## config.mk

```make
export PLATFORM = sky130hd
export DESIGN_NAME = hpu_sequencer
export DESIGN_NICKNAME = d
export VERILOG_FILES = /design/src/rtl/hpu_pkg.sv /design/src/rtl/hpu_sequencer.sv
export SDC_FILE = /design/constraint.sdc
export NUM_CORES = 1
export LEC_CHECK = 0
export CORE_UTILIZATION = 35
export CTS_CLUSTER_DIAMETER = 150
export DETAILED_ROUTE_END_ITERATION = 12
export GPL_ROUTABILITY_DRIVEN = 0
export PLACE_DENSITY = 0.6
export SLEW_MARGIN = 15
export SYNTH_ARGS = -nofsm -noshare
export SYNTH_HDL_FRONTEND = slang
export SYNTH_SLANG_ARGS = --single-unit
```

## constraint.sdc

```tcl
create_clock -name AXIS_ACLK -period 2.45 [get_ports AXIS_ACLK]
set_input_delay 0.3675 -clock AXIS_ACLK [delete_from_list [all_inputs] [get_ports AXIS_ACLK]]
set_output_delay 0.3675 -clock AXIS_ACLK [all_outputs]
set_load 0.02 [all_outputs]
```

## src/rtl/hpu_pkg.sv

```systemverilog
// Shared definitions for the HPU phase sequencer: state encoding,
// default widths and bit positions of the status word.
package hpu_pkg;

  localparam int ITEM_W_DEFAULT = 16;
  localparam int ADDR_W_DEFAULT = 20;
  localparam int CYC_W_DEFAULT  = 32;

  typedef enum logic [1:0] {
    ST_IDLE  = 2'd0,
    ST_GEN   = 2'd1,
    ST_READY = 2'd2,
    ST_RUN   = 2'd3
  } state_e;

  // Status word layout: {run_cycles, err, done, busy, mem_valid, run, gen}
  localparam int STAT_GEN_BIT        = 0;
  localparam int STAT_RUN_BIT        = 1;
  localparam int STAT_MEM_VALID_BIT  = 2;
  localparam int STAT_BUSY_BIT       = 3;
  localparam int STAT_DONE_BIT       = 4;
  localparam int STAT_ERR_BIT        = 5;
  localparam int STAT_RUN_CYCLES_LSB = 6;

endpackage

```

## src/rtl/hpu_sequencer.sv

```systemverilog
// Phase controller for the HPU datapath: sequences item-memory generation
// and stream processing, latching configuration at phase entry.
module hpu_sequencer
  import hpu_pkg::*;
#(
  parameter int ITEM_W = ITEM_W_DEFAULT,
  parameter int ADDR_W = ADDR_W_DEFAULT,
  parameter int CYC_W  = CYC_W_DEFAULT
) (
  input  logic              AXIS_ACLK,
  input  logic              AXIS_ARESETN,
  input  logic              cmd_gen,
  input  logic              cmd_run,
  input  logic              cmd_abort,
  input  logic [ITEM_W-1:0] cfg_item_num,
  input  logic [ADDR_W-1:0] cfg_addr_i,
  input  logic [ADDR_W-1:0] cfg_addr_j,
  input  logic              out_beat,
  input  logic              out_last,
  output logic              gen,
  output logic              run,
  output logic [ITEM_W-1:0] item_a,
  output logic [ADDR_W-1:0] addr_i,
  output logic [ADDR_W-1:0] addr_j,
  output logic              mem_valid,
  output logic              busy,
  output logic              done,
  output logic              err,
  output logic [CYC_W-1:0]  run_cycles
);

  state_e            state_q, state_d;
  logic [ITEM_W-1:0] item_num_q, item_num_d;
  logic [ITEM_W-1:0] item_a_q, item_a_d;
  logic [ADDR_W-1:0] addr_i_q, addr_i_d;
  logic [ADDR_W-1:0] addr_j_q, addr_j_d;
  logic              mem_valid_q, mem_valid_d;
  logic              done_q, done_d;
  logic              err_q, err_d;
  logic [CYC_W-1:0]  run_cycles_q, run_cycles_d;

  logic cmd_both, cmd_any, gen_last, run_end;

  always_comb begin
    state_d      = state_q;
    item_num_d   = item_num_q;
    item_a_d     = item_a_q;
    addr_i_d     = addr_i_q;
    addr_j_d     = addr_j_q;
    mem_valid_d  = mem_valid_q;
    done_d       = done_q;
    err_d        = err_q;
    run_cycles_d = run_cycles_q;

    cmd_both = cmd_gen & cmd_run;
    cmd_any  = cmd_gen | cmd_run;
    gen_last = (item_a_q == item_num_q - ITEM_W'(1));
    run_end  = out_beat & out_last;

    if (cmd_abort) begin
      err_d = 1'b0;
      case (state_q)
        ST_GEN: begin
          state_d     = ST_IDLE;
          mem_valid_d = 1'b0;
        end
        ST_RUN: begin
          state_d = ST_READY;
          done_d  = 1'b0;
        end
        default: ;
      endcase
    end else begin
      case (state_q)
        ST_IDLE, ST_READY: begin
          if (cmd_both) begin
            err_d = 1'b1;
          end else if (cmd_gen) begin
            // A zero-length generation completes without any gen cycle.
            item_num_d  = cfg_item_num;
            item_a_d    = '0;
            done_d      = 1'b0;
            mem_valid_d = (cfg_item_num == '0);
            state_d     = (cfg_item_num == '0) ? ST_READY : ST_GEN;
          end else if (cmd_run) begin
            if (state_q == ST_READY) begin
              addr_i_d     = cfg_addr_i;
              addr_j_d     = cfg_addr_j;
              run_cycles_d = '0;
              done_d       = 1'b0;
              state_d      = ST_RUN;
            end else begin
              err_d = 1'b1;
            end
          end
        end
        ST_GEN: begin
          if (cmd_any) err_d = 1'b1;
          if (gen_last) begin
            state_d     = ST_READY;
            mem_valid_d = 1'b1;
          end else begin
            item_a_d = item_a_q + ITEM_W'(1);
          end
        end
        ST_RUN: begin
          if (cmd_any) err_d = 1'b1;
          if (run_cycles_q != '1) run_cycles_d = run_cycles_q + CYC_W'(1);
          if (run_end) begin
            state_d = ST_READY;
            done_d  = 1'b1;
          end
        end
        default: ;
      endcase
    end
  end

  always_ff @(posedge AXIS_ACLK or negedge AXIS_ARESETN) begin
    if (!AXIS_ARESETN) begin
      state_q      <= ST_IDLE;
      item_num_q   <= '0;
      item_a_q     <= '0;
      addr_i_q     <= '0;
      addr_j_q     <= '0;
      mem_valid_q  <= 1'b0;
      done_q       <= 1'b0;
      err_q        <= 1'b0;
      run_cycles_q <= '0;
    end else begin
      state_q      <= state_d;
      item_num_q   <= item_num_d;
      item_a_q     <= item_a_d;
      addr_i_q     <= addr_i_d;
      addr_j_q     <= addr_j_d;
      mem_valid_q  <= mem_valid_d;
      done_q       <= done_d;
      err_q        <= err_d;
      run_cycles_q <= run_cycles_d;
    end
  end

  // Enables decode straight from the state flop, so they stay registered.
  assign gen        = (state_q == ST_GEN);
  assign run        = (state_q == ST_RUN);
  assign busy       = (state_q == ST_GEN) || (state_q == ST_RUN);
  assign item_a     = item_a_q;
  assign addr_i     = addr_i_q;
  assign addr_j     = addr_j_q;
  assign mem_valid  = mem_valid_q;
  assign done       = done_q;
  assign err        = err_q;
  assign run_cycles = run_cycles_q;

endmodule

```

==> results of run 1 <==
## critical path: stages (launching register included)
cell,delay (ns)
dfrtp_2,0.44
inv_2,0.09
ha_4,0.13
or4b_4,0.45
or3_4,0.37
xnor2_4,0.16
o21a_1,0.14
o2111a_2,0.27
a31oi_4,0.14
buf_6,0.16
a31o_2,0.19
## kinds of logic (layout without fill, tap and decap cells)
family | count (synthesis) | in the layout
AOI/OAI and AO/OA | 88 | 89
DFF | 109 | 109
adders and majority gates | 3 | 3
xor gates and xnor gates | 39 | 39
muxes | 48 | 48
buffers and inverters | 37 | 264
and+or+nand+nor | 241 | 241
## stage by stage
step / power, W / instances / setup TNS (ns) / utilization (%)
finish: 0.007406 / 1004 / -2.734 / 55.62
detailed placement: 0.005614 / 984 / -4.504 / 51.83
floorplan: 0.004101 / 565 / -0.9297 / -
global placement: 0.005546 / 984 / -3.339 / 51.83
global route: 0.007810 / 1004 / -4.602 / 55.62
CTS: 0.007392 / 1004 / -3.180 / 54.88
## repair_timing
item	CTS	global route
buffers inserted	3	0
hold buffers	1	0
cloned	1	0
endpoints found under the hold margin	21	0
gates resized for setup	23	22
pin swaps	14	9
setup endpoints to repair	19	20
## flip-flops by register name (all words and copies together), names as in the netlist
| register | count |
|---|---|
| item_num_q | 16 |
| run_cycles | 32 |
| addr_j | 20 |
| state_q | 2 |
| mem_valid | 1 |
| done | 1 |
| item_a | 16 |
| err | 1 |
| addr_i | 20 |
## layout make-up
type / instances / share of cell area [%]
Inverter: 17 / 0.7437
Tap cell: 211 / 3.077
Clock inverter: 5 / 0.9624
Timing Repair Buffer: 232 / 25.61
Clock buffer: 10 / 2.785
Multi-Input combinational cell: 420 / 35.02
Sequential cell: 109 / 31.80
## worst paths after layout
| kind | cells past startpoint | slack, ns | from | end |
|---|---|---|---|---|
| setup reg to reg | 10 | -0.20 | item_num_q[1] | item_a[6] |
| setup / recovery | 10 | -0.20 | item_num_q[1] | item_a[6] |
| hold / removal | 2 | 0.46 | AXIS_ARESETN | item_a[9] |
| hold reg to reg | 1 | 0.51 | addr_j[12] | addr_j[12] |
| min in group AXIS_ACLK | 1 | 0.51 | addr_j[12] | addr_j[12] |
| max in group asynchronous | 3 | 1.32 | AXIS_ARESETN | item_num_q[1] |
## metal layers
metal	up-vias	GRT usage (%)	wire, um
met4	0	6.090	240
met1	2514	25.78	7069
met5	-	0	0
met3	18	5.780	1083
li1	2459	-	-
met2	162	34.53	7924
## power by group
| group | total, W | internal, W | leakage [nW] | switching, W |
|---|---|---|---|---|
| sequential | 0.00256 | 0.00225 | 1.42 | 0.000312 |
| clock | 0.00162 | 0.000925 | 0.159 | 0.000697 |
| combinational | 0.00322 | 0.00170 | 2.07 | 0.00152 |
| total | 0.00741 | 0.00487 | 3.64 | 0.00253 |
## cells in the mapped netlist, types with 5 or more instances
master	n	area share (%)
nand3_1	19	1.7
nand4_1	12	1.3
o21ai_0	27	2.4
mux2_2	41	8.2
a31oi_1	8	0.89
xor2_1	15	2.3
nand2_1	86	5.7
nor3_1	12	1.1
buf_1	5	0.33
clkbuf_1	10	0.67
or3_1	6	0.67
a21oi_1	13	1.2
dfrtp_1	109	49
nor4_1	7	0.78
xnor2_1	23	3.6
inv_1	17	1.1
nor2_1	43	2.9
nand2b_1	6	0.67
mux2i_1	6	1.1
o31ai_1	9	1.2
and3_1	13	1.4
==> run_results.csv, run 1 <==
group,metric,value,unit
die,core_area,0.01543,mm2
synthesis,synth-edff-count,0,
finish,final_common_cell,"clkdlybuf4s50_1",
sta,hold_ws,0.4644,ns
finish,multi_input_area,0.003005,mm2
synthesis,synthSimpleGateAreaFrac,21.81,%
drt,drcViolationCount,0,
critical_path,worst-path-max-fanout,6,
drt,routedWlPerCell,16.25,um
synthesis,syn_area,0.005623,mm2
synthesis,avgSynthCellArea,9.952,um2
drt,ant_nets,0,
synthesis,synth_xor_area_share,6.208,%
die,die_x,128.8,um
placement,placed_area,0.007996,mm2
finish,num-fill-cells,1380,
outcome,violations,"negative setup slack",
drt,drt_wl_total,16.32,mm
finish,fin_area,0.008581,mm2
drt,viasPerCell,5.132,
sta,finalMaxSlewViolations,0,
die,io_pins,157,
drt,num_vias,5153,
synthesis,async_reset_ff_share,100.0,%
global_routing,grt_max_degree,65,
global_routing,grt_pass1_wl,26.66,mm
synthesis,syn_nets,631,
die,die_area,0.01658,mm2
power_and_ir_drop,p_per_area,863.1,mW/mm2
synthesis,synth_top_family_by_area,"simple AND/OR/NAND/NOR gates",
synthesis,synthMuxAreaShare,9.479,%
global_routing,overflow,0,
finish,drive_gt1_share,25.35,%
clock_tree,cts_made_buffers,9,
clock_tree,clk_pin_slew,0.08,ns
die,rows,45,
die,initial_core_util,36.45,%
synthesis,synth_flop_cell,"dfrtp_1",
global_routing,gr-usage-all-layers,20.57,%
sta,fmax,377.0,MHz
clock_tree,insertion_delay,0.36,ns
placement,pre_cts_slack,-0.3018,ns
finish,ff_latch_area,0.002729,mm2
sta,grt_setup_unrepaired,"yes",
critical_path,cp.arrival,2.90,ns
synthesis,synth_cells,565,
sta,post-route-period-util,108.3,%
clock_tree,cts_tree,"yes",
clock_tree,root_buffer,"clkbuf_16",
finish,nets,855,
synthesis,synth_adder_area_share,0.6676,%
power_and_ir_drop,leakage,3.644,nW
synthesis,synth_seq_area_share,48.51,%
placement,io_buffers,156,
hold_path,hold_path.class,"in -> async",
critical_path,worstPathRequired,2.70,ns
finish,diodes,0,
outcome,outcome,"complete, but fails checks",
synthesis,ys_warn_count,0,
finish,layout_common_cells,"clkdlybuf4s50_1, dfrtp_1, nand2_1, buf_4, nor2_1",
sta,tightest_slew,0.5031,ns
synthesis,synth_cell_type_count,70,
sta,post-route-min-period,2.653,ns
critical_path,worstSetupEndpointType,"flop",
synthesis,synth_compound_area_share,10.37,%
die,die_y,128.8,um
power_and_ir_drop,ir_drop,0.5793,mV
drt,drt_pass1_iterations,5,
drt,drt_iter0_drc,214,
placement,dp_hpwl,11.82,mm
sta,slew_headroom,66.46,%
global_routing,antenna_found_initial,0,
synthesis,synth-seq-cells,109,
sta,finalSetupViolCount,19,
sta,hold_viol,0,
job,maxCapViolCount,0,
clock_tree,cts_buffer_depth,2,
clock_tree,htreeDepth,3,
global_routing,grt_pass1_vias,5370,
critical_path,worstSetupPathType,"reg -> reg",
clock_tree,cts.sinks,109,
sta,layout_setup_ws,-0.2026,ns
critical_path,start_kind,"flop",
sta,finalClockSkew,0.006339,ns
finish,areaGrowthSynthToFinish,52.60,%
Power figures use the tool's default switching activity.
==> run 2, diff against run 1 <==
--- a/config.mk
+++ b/config.mk
@@ -10,6 +10,7 @@
 export DETAILED_ROUTE_END_ITERATION = 12
 export GPL_ROUTABILITY_DRIVEN = 0
 export PLACE_DENSITY = 0.6
+export SKIP_LAST_GASP = 1
 export SLEW_MARGIN = 15
 export SYNTH_ARGS = -nofsm -noshare
 export SYNTH_HDL_FRONTEND = slang
==> constraint.sdc (replaced) <==
create_clock -name AXIS_ACLK -period 2.35 [get_ports AXIS_ACLK]
set_input_delay 0.3525 -clock AXIS_ACLK [delete_from_list [all_inputs] [get_ports AXIS_ACLK]]
set_output_delay 0.3525 -clock AXIS_ACLK [all_outputs]
set_load 0.02 [all_outputs]
==> run_results.csv, run 2 (synthesis results as in run 1) <==
group,metric,value,unit
critical_path,worst-path-buf-inv,2,
critical_path,r2r-start,"item_num_q[1]",
drt,viasPerCell,5.183,
drt,drt_pass1_iterations,5,
clock_tree,cts_buffer_depth,2,
power_and_ir_drop,leakage,3.761,nW
sta,post-route-min-period,2.710,ns
drt,drt_wl_total,16.89,mm
die,rows,45,
global_routing,gr-usage-all-layers,21.02,%
critical_path,worstPathRequired,2.60,ns
critical_path,worst-path-max-fanout,6,
sta,hold_viol,0,
clock_tree,htreeDepth,3,
outcome,outcome,"complete, but fails checks",
sta,tns,-5.301,ns
die,die_y,128.8,um
critical_path,worstSetupEndpointType,"flop",
power_and_ir_drop,power,0.007647,W
drt,drcViolationCount,0,
clock_tree,root_buffer,"clkbuf_16",
placement,io_buffers,156,
drt,num_vias,5276,
critical_path,start_kind,"flop",
sta,post-route-period-util,115.3,%
clock_tree,insertion_delay,0.36,ns
power_and_ir_drop,ir_drop,0.6663,mV
outcome,violations,"negative setup slack",
die,io_pins,157,
clock_tree,cts_tree,"yes",
finish,areaGrowthSynthToFinish,54.43,%
sta,finalSetupViolCount,19,
sta,fmax,369.0,MHz
sta,finalMaxSlewViolations,0,
finish,layout_common_cells,"clkdlybuf4s50_1, dfrtp_1, nand2_1, buf_4",
finish,nets,868,
critical_path,startpoint,"item_num_q[1]",
drt,drt_iter0_drc,270,
finish,num-fill-cells,1367,
finish,final_cells,1018,
die,die_area,0.01658,mm2
critical_path,cp_top_family,"simple AND/OR/NAND/NOR gates",
finish,drive_gt1_share,26.52,%
clock_tree,cts.sinks,109,
critical_path,max_stage_delay,0.57,ns
drt,ant_nets,0,
global_routing,overflow,0,
critical_path,worstSetupPathType,"reg -> reg",
finish,largest_reg_flops,32,
clock_tree,cts_made_buffers,9,
finish,diodes,0,
sta,tightest_slew,0.6228,ns
critical_path,worst-r2r-setup-slack,-0.36,ns
die,core_area,0.01543,mm2
sta,grt_setup_unrepaired,"yes",
global_routing,grt_pass1_vias,5320,
global_routing,grt_max_degree,45,
placement,dp_hpwl,12.40,mm
critical_path,path_cells,"buf_4 > nor3_2 > xnor2_1 > or4_1 > nor4b_4 > o2111a_2 > a31oi_4 > buf_4 > a31o_2",
placement,dp_cells,996,
die,die_x,128.8,um
sta,layout_setup_ws,-0.3597,ns
hold_path,hold_path.class,"in -> async",
critical_path,cp_slowest_cell,"or4_1",
sta,slew_headroom,58.48,%
drt,routedWlPerCell,16.60,um
global_routing,antenna_found_initial,0,
critical_path,cp.arrival,2.96,ns
job,maxCapViolCount,0,
die,initial_core_util,36.45,%
sta,finalClockSkew,0.006172,ns
critical_path,crit_path_frequent_cell,"buf_4",
global_routing,grt_pass1_wl,27.00,mm
power_and_ir_drop,p_per_area,880.7,mW/mm2
clock_tree,clk_pin_slew,0.08,ns
finish,final_common_cell,"clkdlybuf4s50_1",
run 2: final timing paths:
kind / to / depth (start not counted)
worst max register to register: item_a[6] / 9
min in group AXIS_ACLK: addr_i[8] / 1
worst min-delay path: item_a[15] / 1
max in group asynchronous: run_cycles[18] / 2
worst min register to register: addr_i[8] / 1
worst max-delay path: item_a[6] / 9
run 2: metrics by stage:
stage	utilization [%]	instance area [um2]	hold WS, ns	worst slack [ns]
floorplan	-	5684	0.05691	-0.2333
global placement	52.55	8108	0.3993	-0.3514
detailed placement	52.55	8108	0.4120	-0.4227
CTS	55.24	8522	0.01789	-0.3283
global route	56.29	8683	0.03882	-0.4502
finish	56.29	8683	0.0006201	-0.3597
run 2: what timing repair did:
action / 4_1_cts / 5_1_grt
cloned: 1 / 0
pin swaps: 12 / 18
setup buffers: 1 / 5
hold buffers: 0 / 0
resized for setup: 19 / 27
endpoints found under the setup margin: 19 / 87
run 2: layout make-up:
type / count / area [um2] / share of cell area [%]
clock buffer: 9 / 225.2 / 2.594
tap: 211 / 264.0 / 3.040
multi-input combinational: 420 / 3003 / 34.58
clock inverter: 7 / 90.09 / 1.037
sequential: 109 / 2730 / 31.44
timing repair buffer: 245 / 2307 / 26.57
inverter: 17 / 63.81 / 0.7349
run 2: report_power, final:
group          leakage, nW  switching [W]  internal [W]
combinational         2.19        0.00159       0.00176
clock                0.156       0.000769      0.000856
sequential            1.41       0.000324       0.00234
total                 3.76        0.00269       0.00496
run 2: worst register-to-register path: cells and delay by family (launching register included):
kind,cells,cell delay (ns)
and+or+nand+nor,3,1.05
AOI/OAI and AO/OA,3,0.68
DFF,1,0.43
buffers and inverters,2,0.33
xor gates and xnor gates,1,0.11
run 2: layer usage:
layer	vias up	share of wire, %	track usage (%)
met5	-	0	0
met4	0	2.3	7.128
met3	24	8.7	7.859
met2	209	48	34.91
met1	2562	41	25.06
li1	2481	-	-
